$ cat src/rtl/debounce_conditioner_pkg.sv
// Shared types and width helpers for the debounce conditioner and its channels.
package debounce_conditioner_pkg;

   typedef enum logic [1:0] {
      RPT_IDLE   = 2'd0,
      RPT_DELAY  = 2'd1,
      RPT_REPEAT = 2'd2
   } rpt_state_t;

   // Counter width able to hold 0..max_value-1, never narrower than one bit.
   function automatic int width_for(input int max_value);
      return (max_value > 1) ? $clog2(max_value) : 1;
   endfunction

endpackage

$ cat src/rtl/debounce_channel.sv
// One debounced channel: agreement counter, level, edge pulses and optional auto-repeat.
module debounce_channel
   import debounce_conditioner_pkg::*;
#(
   parameter int PULSE_COUNT_MAX = 150,
   parameter int REPEAT_EN       = 0,
   parameter int REPEAT_DELAY    = 250,
   parameter int REPEAT_PERIOD   = 50
) (
   input  logic clk,
   input  logic rst,
   input  logic tick,
   input  logic glitchy,
   output logic debounced,
   output logic rise_pulse,
   output logic fall_pulse,
   output logic press_pulse
);

   localparam int PULSE_W = width_for(PULSE_COUNT_MAX);

   logic [PULSE_W-1:0] count;
   logic               level;
   logic               disagree;
   logic               at_limit;
   logic               flip;
   logic               rise_evt;
   logic               fall_evt;
   logic               rpt_pulse;

   assign disagree = (glitchy != level);
   assign at_limit = (count == PULSE_W'(PULSE_COUNT_MAX - 1));
   assign flip     = tick && disagree && at_limit;
   assign rise_evt = flip && !level;
   assign fall_evt = flip && level;

   // NOTE: state registers use non-blocking assignments so each one samples pre-edge values, independent of process order.
   always_ff @(posedge clk or posedge rst) begin
      if (rst) begin
         count      <= '0;
         level      <= 1'b0;
         rise_pulse <= 1'b0;
         fall_pulse <= 1'b0;
      end else begin
         rise_pulse <= rise_evt;
         fall_pulse <= fall_evt;
         if (tick) begin
            // A single agreeing tick, or the flip itself, restarts the count.
            if (!disagree || at_limit) count <= '0;
            else                       count <= count + PULSE_W'(1);
            if (flip) level <= ~level;
         end
      end
   end

   assign debounced = level;

   generate
      if (REPEAT_EN != 0) begin : g_repeat
         localparam int RPT_MAX  = (REPEAT_DELAY > REPEAT_PERIOD) ? REPEAT_DELAY : REPEAT_PERIOD;
         localparam int REPEAT_W = width_for(RPT_MAX + 1);

         rpt_state_t          state;
         rpt_state_t          state_next;
         logic [REPEAT_W-1:0] rcnt;
         logic [REPEAT_W-1:0] rcnt_next;
         logic                delay_done;
         logic                period_done;
         logic                rpt_fire;
         logic                rpt_q;

         assign delay_done  = (rcnt == REPEAT_W'(REPEAT_DELAY - 1));
         assign period_done = (rcnt == REPEAT_W'(REPEAT_PERIOD - 1));

         always_ff @(posedge clk or posedge rst) begin
            if (rst) begin
               state <= RPT_IDLE;
               rcnt  <= '0;
               rpt_q <= 1'b0;
            end else begin
               state <= state_next;
               rcnt  <= rcnt_next;
               rpt_q <= rpt_fire;
            end
         end

         always_comb begin
            // NOTE: every combinational output gets a default first so no path leaves it unassigned and infers a latch.
            state_next = state;
            rcnt_next  = rcnt;
            if (fall_evt) begin
               state_next = RPT_IDLE;
               rcnt_next  = '0;
            end else begin
               case (state)
                  RPT_IDLE: begin
                     if (rise_evt) begin
                        state_next = RPT_DELAY;
                        rcnt_next  = '0;
                     end
                  end
                  RPT_DELAY: begin
                     if (tick) begin
                        if (delay_done) begin
                           state_next = RPT_REPEAT;
                           rcnt_next  = '0;
                        end else begin
                           rcnt_next = rcnt + REPEAT_W'(1);
                        end
                     end
                  end
                  RPT_REPEAT: begin
                     if (tick) begin
                        if (period_done) rcnt_next = '0;
                        else             rcnt_next = rcnt + REPEAT_W'(1);
                     end
                  end
                  default: state_next = RPT_IDLE;
               endcase
            end
         end

         // A release on the same tick suppresses the repeat pulse.
         always_comb begin
            rpt_fire = 1'b0;
            if (tick && !fall_evt) begin
               case (state)
                  RPT_DELAY:  rpt_fire = delay_done;
                  RPT_REPEAT: rpt_fire = period_done;
                  default:    rpt_fire = 1'b0;
               endcase
            end
         end

         assign rpt_pulse = rpt_q;
      end else begin : g_no_repeat
         assign rpt_pulse = 1'b0;
      end
   endgenerate

   assign press_pulse = rise_pulse | rpt_pulse;

endmodule

$ cat src/rtl/debounce_conditioner.sv
// Multi-channel button/switch conditioner: shared sample tick feeding WIDTH debounce channels.
module debounce_conditioner
   import debounce_conditioner_pkg::*;
#(
   parameter int WIDTH            = 1,
   parameter int SAMPLE_COUNT_MAX = 25000,
   parameter int PULSE_COUNT_MAX  = 150,
   parameter int REPEAT_EN        = 0,
   parameter int REPEAT_DELAY     = 250,
   parameter int REPEAT_PERIOD    = 50
) (
   input  logic             clk,
   input  logic             rst,
   input  logic [WIDTH-1:0] glitchy_signal,
   output logic [WIDTH-1:0] debounced_signal,
   output logic [WIDTH-1:0] rise_pulse,
   output logic [WIDTH-1:0] fall_pulse,
   output logic [WIDTH-1:0] press_pulse
);

   localparam int SAMPLE_W = width_for(SAMPLE_COUNT_MAX);

   logic [SAMPLE_W-1:0] sample_count;
   logic                tick;

   assign tick = (sample_count == SAMPLE_W'(SAMPLE_COUNT_MAX - 1));

   always_ff @(posedge clk or posedge rst) begin
      if (rst)       sample_count <= '0;
      else if (tick) sample_count <= '0;
      else           sample_count <= sample_count + SAMPLE_W'(1);
   end

   generate
      for (genvar i = 0; i < WIDTH; i++) begin : g_ch
         debounce_channel #(
            .PULSE_COUNT_MAX (PULSE_COUNT_MAX),
            .REPEAT_EN       (REPEAT_EN),
            .REPEAT_DELAY    (REPEAT_DELAY),
            .REPEAT_PERIOD   (REPEAT_PERIOD)
         ) u_channel (
            .clk         (clk),
            .rst         (rst),
            .tick        (tick),
            .glitchy     (glitchy_signal[i]),
            .debounced   (debounced_signal[i]),
            .rise_pulse  (rise_pulse[i]),
            .fall_pulse  (fall_pulse[i]),
            .press_pulse (press_pulse[i])
         );
      end
   endgenerate

endmodule

$ cat config.mk
export PLATFORM = sky130hd
export DESIGN_NAME = debounce_conditioner
export DESIGN_NICKNAME = d
export VERILOG_FILES = /design/src/rtl/debounce_conditioner_pkg.sv /design/src/rtl/debounce_channel.sv /design/src/rtl/debounce_conditioner.sv
export SDC_FILE = /design/constraint.sdc
export NUM_CORES = 1
export LEC_CHECK = 0
export ABC_AREA = 0
export BUFFER_PORTS_ARGS = -buffer_cell sky130_fd_sc_hd__buf_2
export CAP_MARGIN = 20
export CORE_MARGIN = 4
export CORE_UTILIZATION = 50
export CTS_CLUSTER_DIAMETER = 100
export DETAILED_ROUTE_END_ITERATION = 16
export GPL_ROUTABILITY_DRIVEN = 0
export GPL_TIMING_DRIVEN = 0
export PLACE_DENSITY = 0.66
export SYNTH_ARGS = -nofsm -noshare
export SYNTH_HDL_FRONTEND = slang
export SYNTH_SLANG_ARGS = --single-unit
$ cat constraint.sdc
create_clock -name clk -period 3 [get_ports clk]
set_clock_uncertainty 0.15 [all_clocks]
set_input_delay 0.45 -clock clk [delete_from_list [all_inputs] [get_ports clk]]
set_output_delay 0.45 -clock clk [all_outputs]
set_load 0.02 [all_outputs]
==> reports/metrics.cfg, run 1 <==
[die]
start_util_pct=52.37
die_x_um=58.94
fp-row-count=18
fp.dieH_um=58.94
ios=7
design.core.area_mm2=0.002477
dieArea_mm2=0.003474

[critical_path]
rr_startpoint=g_ch[0].u_channel.count[0]
critical_path_required_ns=3.08
reg2reg_depth=5
worstPathCellList=ha_1, nor3b_2, a31oi_1, nand2_2, o311ai_2
crit_path_start_kind=register
critPathKind=register to register
path_max_fanout=8
slowest_delay_ns=0.55
cpMaxStageDelayCell=a31oi_1
r2r-end=g_ch[0].u_channel.count[4]
arrival_ns=2.26
r2r_slack_ns=0.83
worst_setup_path_end_kind=register

[hold_path]
hold_end=g_ch[0].u_channel.fall_pulse
min_from=glitchy_signal
min_path_cells=2
hold_class=input pin to register

[sta]
finalSetupViolCount=0
tns_ns=0
relSlewSlack_pct=57.01
slew_viol_final=0
finalCriticalPeriod_ns=2.173
rsz0062_at_grt=false
hold_viol=0
max_freq_mhz=460.2
fin_crit_sh_pct=72.43
tightest_slew_ns=0.6418

[synthesis]
synth-seq-cells=26
syn-instance-count=120
synth_ff_type=dfrtp_1
synth-async-reset-ratio_pct=100.0
syn-num-nets=126
synth_edf_count=0
avgSynthCellArea_um2=10.81
ys_types=33
netlist_area_mm2=0.001297
ys_seq_area_share_pct=50.14
yosysWarnings=0

[pwr]
p_leak_uw=0.0006736
ir_drop_uv=195.0
p_per_area_mw_per_mm2=382.0
total_power_uw=549.7

[clock_network]
h-tree-depth=1
path_clk_slew_ns=0.13
cts_tree=done
numCtsBuffers=3
cts_setup_buffers=0
cts_root_buf=clkbuf_4
clockBufferDepth=2
clk_latency_ns=0.32
cts_sinks=26

[route]
drt_pass1_iterations=4
drtIter0Drc=25
wire_per_inst_um=13.29
num_vias=924
detail-route-antenna-nets=0
via_per_inst=5.704
totalWireLength_mm=2.153
drcViolationCount=0

[final_layout]
syn2layout_area_growth_pct=10.90
drive_gt1_share_pct=15.15
fin_nets=139
layout_commonest_cell=dfrtp_1
antenna_cells=0
final_cell_mix=dfrtp_1, xor2_1, inv_1, nand3_1, nand2_1

[grt]
grt_overflow=0
grt_usage_pct=14.62
first_global_vias=866
grt_pass1_wl_mm=3.843
grt_max_degree=27
antenna_found_initial=0

[placement]
portBuffers=6
dp_hpwl_mm=1.577

[run_status]
status=complete, no violations

[job]
drv_cap=0

-- cell usage after synthesis (2+ instances only) --
library cell | instances | area [µm²]
nand2_1 | 7 | 26.28
a21oi_1 | 4 | 20.02
nand2b_1 | 3 | 18.77
and2_1 | 5 | 31.28
buf_4 | 2 | 15.01
and3_1 | 4 | 25.02
dfrtp_1 | 26 | 650.6
xnor2_1 | 4 | 35.03
inv_1 | 7 | 26.28
nor2_1 | 6 | 22.52
nand4_1 | 5 | 31.28
and4_1 | 2 | 17.52
o211ai_1 | 2 | 15.01
nand3_1 | 7 | 35.03
o22ai_1 | 5 | 31.28
nor2b_1 | 3 | 18.77
o21ai_0 | 2 | 10.01
ha_1 | 3 | 37.54
xor2_1 | 8 | 70.07
nor3b_1 | 2 | 15.01
-- cell type report --
| cell class | instances | area (µm²) |
|---|---|---|
| clock buffers | 4 | 36.28 |
| plain buffers | 2 | 15.01 |
| fillers | 229 | 1039 |
| repair buffers | 8 | 67.56 |
| well taps | 30 | 37.54 |
| flip-flops and latches | 26 | 650.6 |
| multi-input cells | 85 | 605.6 |
| inverters | 7 | 26.28 |
-- cells by family after synthesis --
group           synth area share, %
compound gates                9.548
xor+xnor                      8.100
fa+ha+maj                     2.893
buf+inv                       3.182
flops                         50.14
mux                           1.157
simple gates                  24.98
-- per-stage QoR --
step                      util, %  cells  hold slack, ns  area, µm²  setup WS, ns
after floorplan                 -    120          0.2744       1297         1.152
after global placement      55.10    156          0.2856       1365        0.8640
after detailed placement    55.10    156          0.2954       1365        0.8762
after CTS                   56.57    160          0.1579       1401        0.8352
after global routing        58.08    162          0.1556       1439        0.6741
final                       58.08    162          0.1710       1439        0.8272
-- per-layer routing --
metal  up-vias  GRT usage [%]  wire [µm]
met4         0          6.796         45
met5         -              0          0
met1       451          20.34       1058
met3         5          2.632         90
met2        18          22.08        959
li1        450              -          -
-- registers in the layout (all words and copies together), names as in the netlist --
| name | cells |
|---|---|
| g_ch.u_channel.press_pulse | 1 |
| sample_count | 15 |
| g_ch.u_channel.fall_pulse | 1 |
| g_ch.u_channel.debounced | 1 |
| g_ch.u_channel.count | 8 |
-- how the worst max path moves through the flow --
stage | cells past startpoint | from | end | slack [ns]
finish | 5 | g_ch[0].u_channel.count[0] | g_ch[0].u_channel.count[4] | 0.83
global route | 5 | g_ch[0].u_channel.count[0] | g_ch[0].u_channel.count[4] | 0.67
CTS | 5 | g_ch[0].u_channel.count[0] | g_ch[0].u_channel.count[4] | 0.84
detailed placement | 5 | g_ch[0].u_channel.count[0] | g_ch[0].u_channel.count[4] | 0.88
global placement | 5 | g_ch[0].u_channel.count[0] | g_ch[0].u_channel.count[4] | 0.86
floorplan | 5 | g_ch[0].u_channel.count[0] | g_ch[0].u_channel.count[4] | 1.15
-- report_power, final --
| group | leakage (µW) | switching (µW) | total, µW | internal, µW |
|---|---|---|---|---|
| combinational | 0.000327 | 14.0 | 23.5 | 9.46 |
| sequential | 0.000326 | 0.986 | 352 | 351 |
| clock | 0.0000210 | 99.9 | 174 | 74.2 |
-- critical path: cells and delay by family (launching register included) --
family          cells  cell delay, ns
simple gates        2            0.43
flops               1            0.46
fa+ha+maj           1            0.22
compound gates      2            0.84
-- what timing repair did --
| action | 4_1_cts | 5_1_grt |
|---|---|---|
| gates resized for setup | 0 | 0 |
| hold buffers | 0 | 1 |
| hold endpoints to repair | 0 | 3 |
(Power assumes the default switching activity.)
==> run 2, diff against run 1 <==
==> constraint.sdc (replaced) <==
create_clock -name clk -period 2.1 [get_ports clk]
set_clock_uncertainty 0.15 [all_clocks]
set_input_delay 0.315 -clock clk [delete_from_list [all_inputs] [get_ports clk]]
set_output_delay 0.315 -clock clk [all_outputs]
set_load 0.02 [all_outputs]
==> run 2 against run 1 <==
Effect of this change:
- die area unchanged
- utilization grew 0.25 points
- total power up 43%
- critical endpoint unchanged
- largest cell class unchanged
- largest power group unchanged
==> reports/metrics.cfg, run 2 (synthesized netlist as in run 1, its figures left out) <==
[hold_path]
min_from=glitchy_signal
min_path_cells=2
hold_class=input pin to register
hold_end=g_ch[0].u_channel.fall_pulse

[grt]
antenna_found_initial=0
grt_pass1_wl_mm=3.836
grt_overflow=0
grt_usage_pct=14.57
first_global_vias=866
grt_max_degree=27

[route]
wire_per_inst_um=13.30
drt_pass1_iterations=4
totalWireLength_mm=2.154
drcViolationCount=0
num_vias=920
drtIter0Drc=23
via_per_inst=5.679
detail-route-antenna-nets=0

[clock_network]
cts_sinks=26
cts_tree=done
cts_root_buf=clkbuf_4
path_clk_slew_ns=0.13
h-tree-depth=1
clockBufferDepth=2
numCtsBuffers=3
clk_latency_ns=0.32

[critical_path]
rr_startpoint=g_ch[0].u_channel.count[0]
worstPathBufferInverterCount=0
cp_top_family=compound AO/OA/AOI/OAI gates
worst_setup_path_end_kind=register
critical_path_required_ns=2.18
crit_path_start_kind=register
r2r-end=g_ch[0].u_channel.count[4]
worstPathCellList=ha_1, nor3b_2, a31oi_2, nand2_2, o311ai_2
critPathKind=register to register
arrival_ns=2.03
reg2reg_depth=5
r2r_slack_ns=0.15
path_max_fanout=8
cpMaxStageDelayCell=dfrtp_1
slowest_delay_ns=0.46

[pwr]
pwr-share-seq_pct=64.0
switching_power_uw=164.7
ir_drop_uv=278.5
p_leak_uw=0.0006740
p_comb_share_pct=4.4
clkPwrFrac_pct=31.7
swShare_pct=20.94
p_per_area_mw_per_mm2=544.2
p_int_uw=621.8

[die]
fp-row-count=18
die_x_um=58.94
design.core.area_mm2=0.002477
ios=7
start_util_pct=52.37
dieArea_mm2=0.003474
fp.dieH_um=58.94

[final_layout]
top_regs=sample_count (15), g_ch.u_channel.count (8)
largest_reg_flops=15
multi_input_area_um2=611.8
fin_area_mm2=0.001445
fillerInstances=230
fin_nets=139
top_register=sample_count
layout_commonest_cell=dfrtp_1
seqCellArea_um2=650.6
finalNonFillerCells=162
final_cell_mix=dfrtp_1, xor2_1, inv_1, nand3_1, nand2_1
syn2layout_area_growth_pct=11.38
antenna_cells=0
drive_gt1_share_pct=15.91

[placement]
portBuffers=6
dp_hpwl_mm=1.577
dp.cells=156
placed_area_mm2=0.001365

[job]
drv_cap=0

[sta]
finalSetupViolCount=0
rsz0062_at_grt=false
tns_ns=0
fin_crit_sh_pct=92.64
max_freq_mhz=514.0
finalCriticalPeriod_ns=1.946
slew_viol_final=0
hold_ws_ns=0.03642
hold_viol=0
relSlewSlack_pct=72.63
tightest_slew_ns=0.4093

[run_status]
status=complete, no violations

run 2: cell types whose count changed in the layout (fill, tap and decap cells not counted):
cell / previous run / this run
a31oi_1: 1 / 0
a31oi_2: 0 / 1
run 2: layout make-up:
class	count	share of cell area [%]
Multi-Input combinational cell	85	42.34
Clock buffer	4	2.511
Sequential cell	26	45.02
Tap cell	30	2.597
Inverter	7	1.818
Buffer	2	1.039
Timing Repair Buffer	8	4.675
run 2: timing repair:
item,CTS,global route
hold buffers,0,1
endpoints found under the setup margin,1,0
hold endpoints to repair,0,26
setup buffers,0,0
resized for setup,1,0
run 2: how the worst max path moves through the flow:
stage | from | endpoint | slack [ns] | depth (start not counted)
2_1_floorplan | g_ch[0].u_channel.count[0] | g_ch[0].u_channel.count[4] | 0.25 | 5
3_3_place_gp | g_ch[0].u_channel.count[0] | g_ch[0].u_channel.count[4] | -0.04 | 5
3_5_place_dp | g_ch[0].u_channel.count[0] | g_ch[0].u_channel.count[4] | -0.02 | 5
4_1_cts | g_ch[0].u_channel.count[0] | g_ch[0].u_channel.count[4] | 0.15 | 5
5_1_grt | g_ch[0].u_channel.count[0] | g_ch[0].u_channel.count[4] | 0.02 | 5
6_report | g_ch[0].u_channel.count[0] | g_ch[0].u_channel.count[4] | 0.15 | 5
run 2: layer usage:
| metal | part of all wire [%] | vias to the layer above | global-route usage (%) | wire length [µm] |
|---|---|---|---|---|
| li1 | - | 451 | - | - |
| met1 | 50 | 448 | 20.34 | 1076 |
| met2 | 44 | 16 | 21.92 | 945 |
| met3 | 4.0 | 5 | 2.632 | 86 |
| met4 | 2.1 | 0 | 6.796 | 45 |
| met5 | 0 | - | 0 | 0 |
run 2: per-stage QoR:
step	setup slack (ns)	util (%)	total power, µW
final	0.1545	58.33	786.4
after floorplan	0.2516	-	530.5
after CTS	0.1486	56.82	791.8
after detailed placement	-0.02384	55.10	539.0
after global placement	-0.03595	55.10	538.4
after global routing	0.01785	58.33	821.3
run 2: power by group through the flow:
stage / sequential (µW) / combinational, µW / clock [µW]
after CTS: 503 / 27.5 / 261
after global placement: 512 / 26.0 / 0
final: 503 / 34.3 / 249
after detailed placement: 513 / 26.3 / 0
after floorplan: 514 / 17.0 / 0
after global routing: 504 / 38.7 / 279
run 2: worst register-to-register path, cell delays in order (launching register included):
cell and delay, ns:
dfrtp_1 0.46, ha_1 0.22, nor3b_2 0.18, a31oi_2 0.38, nand2_2 0.20, o311ai_2 0.27
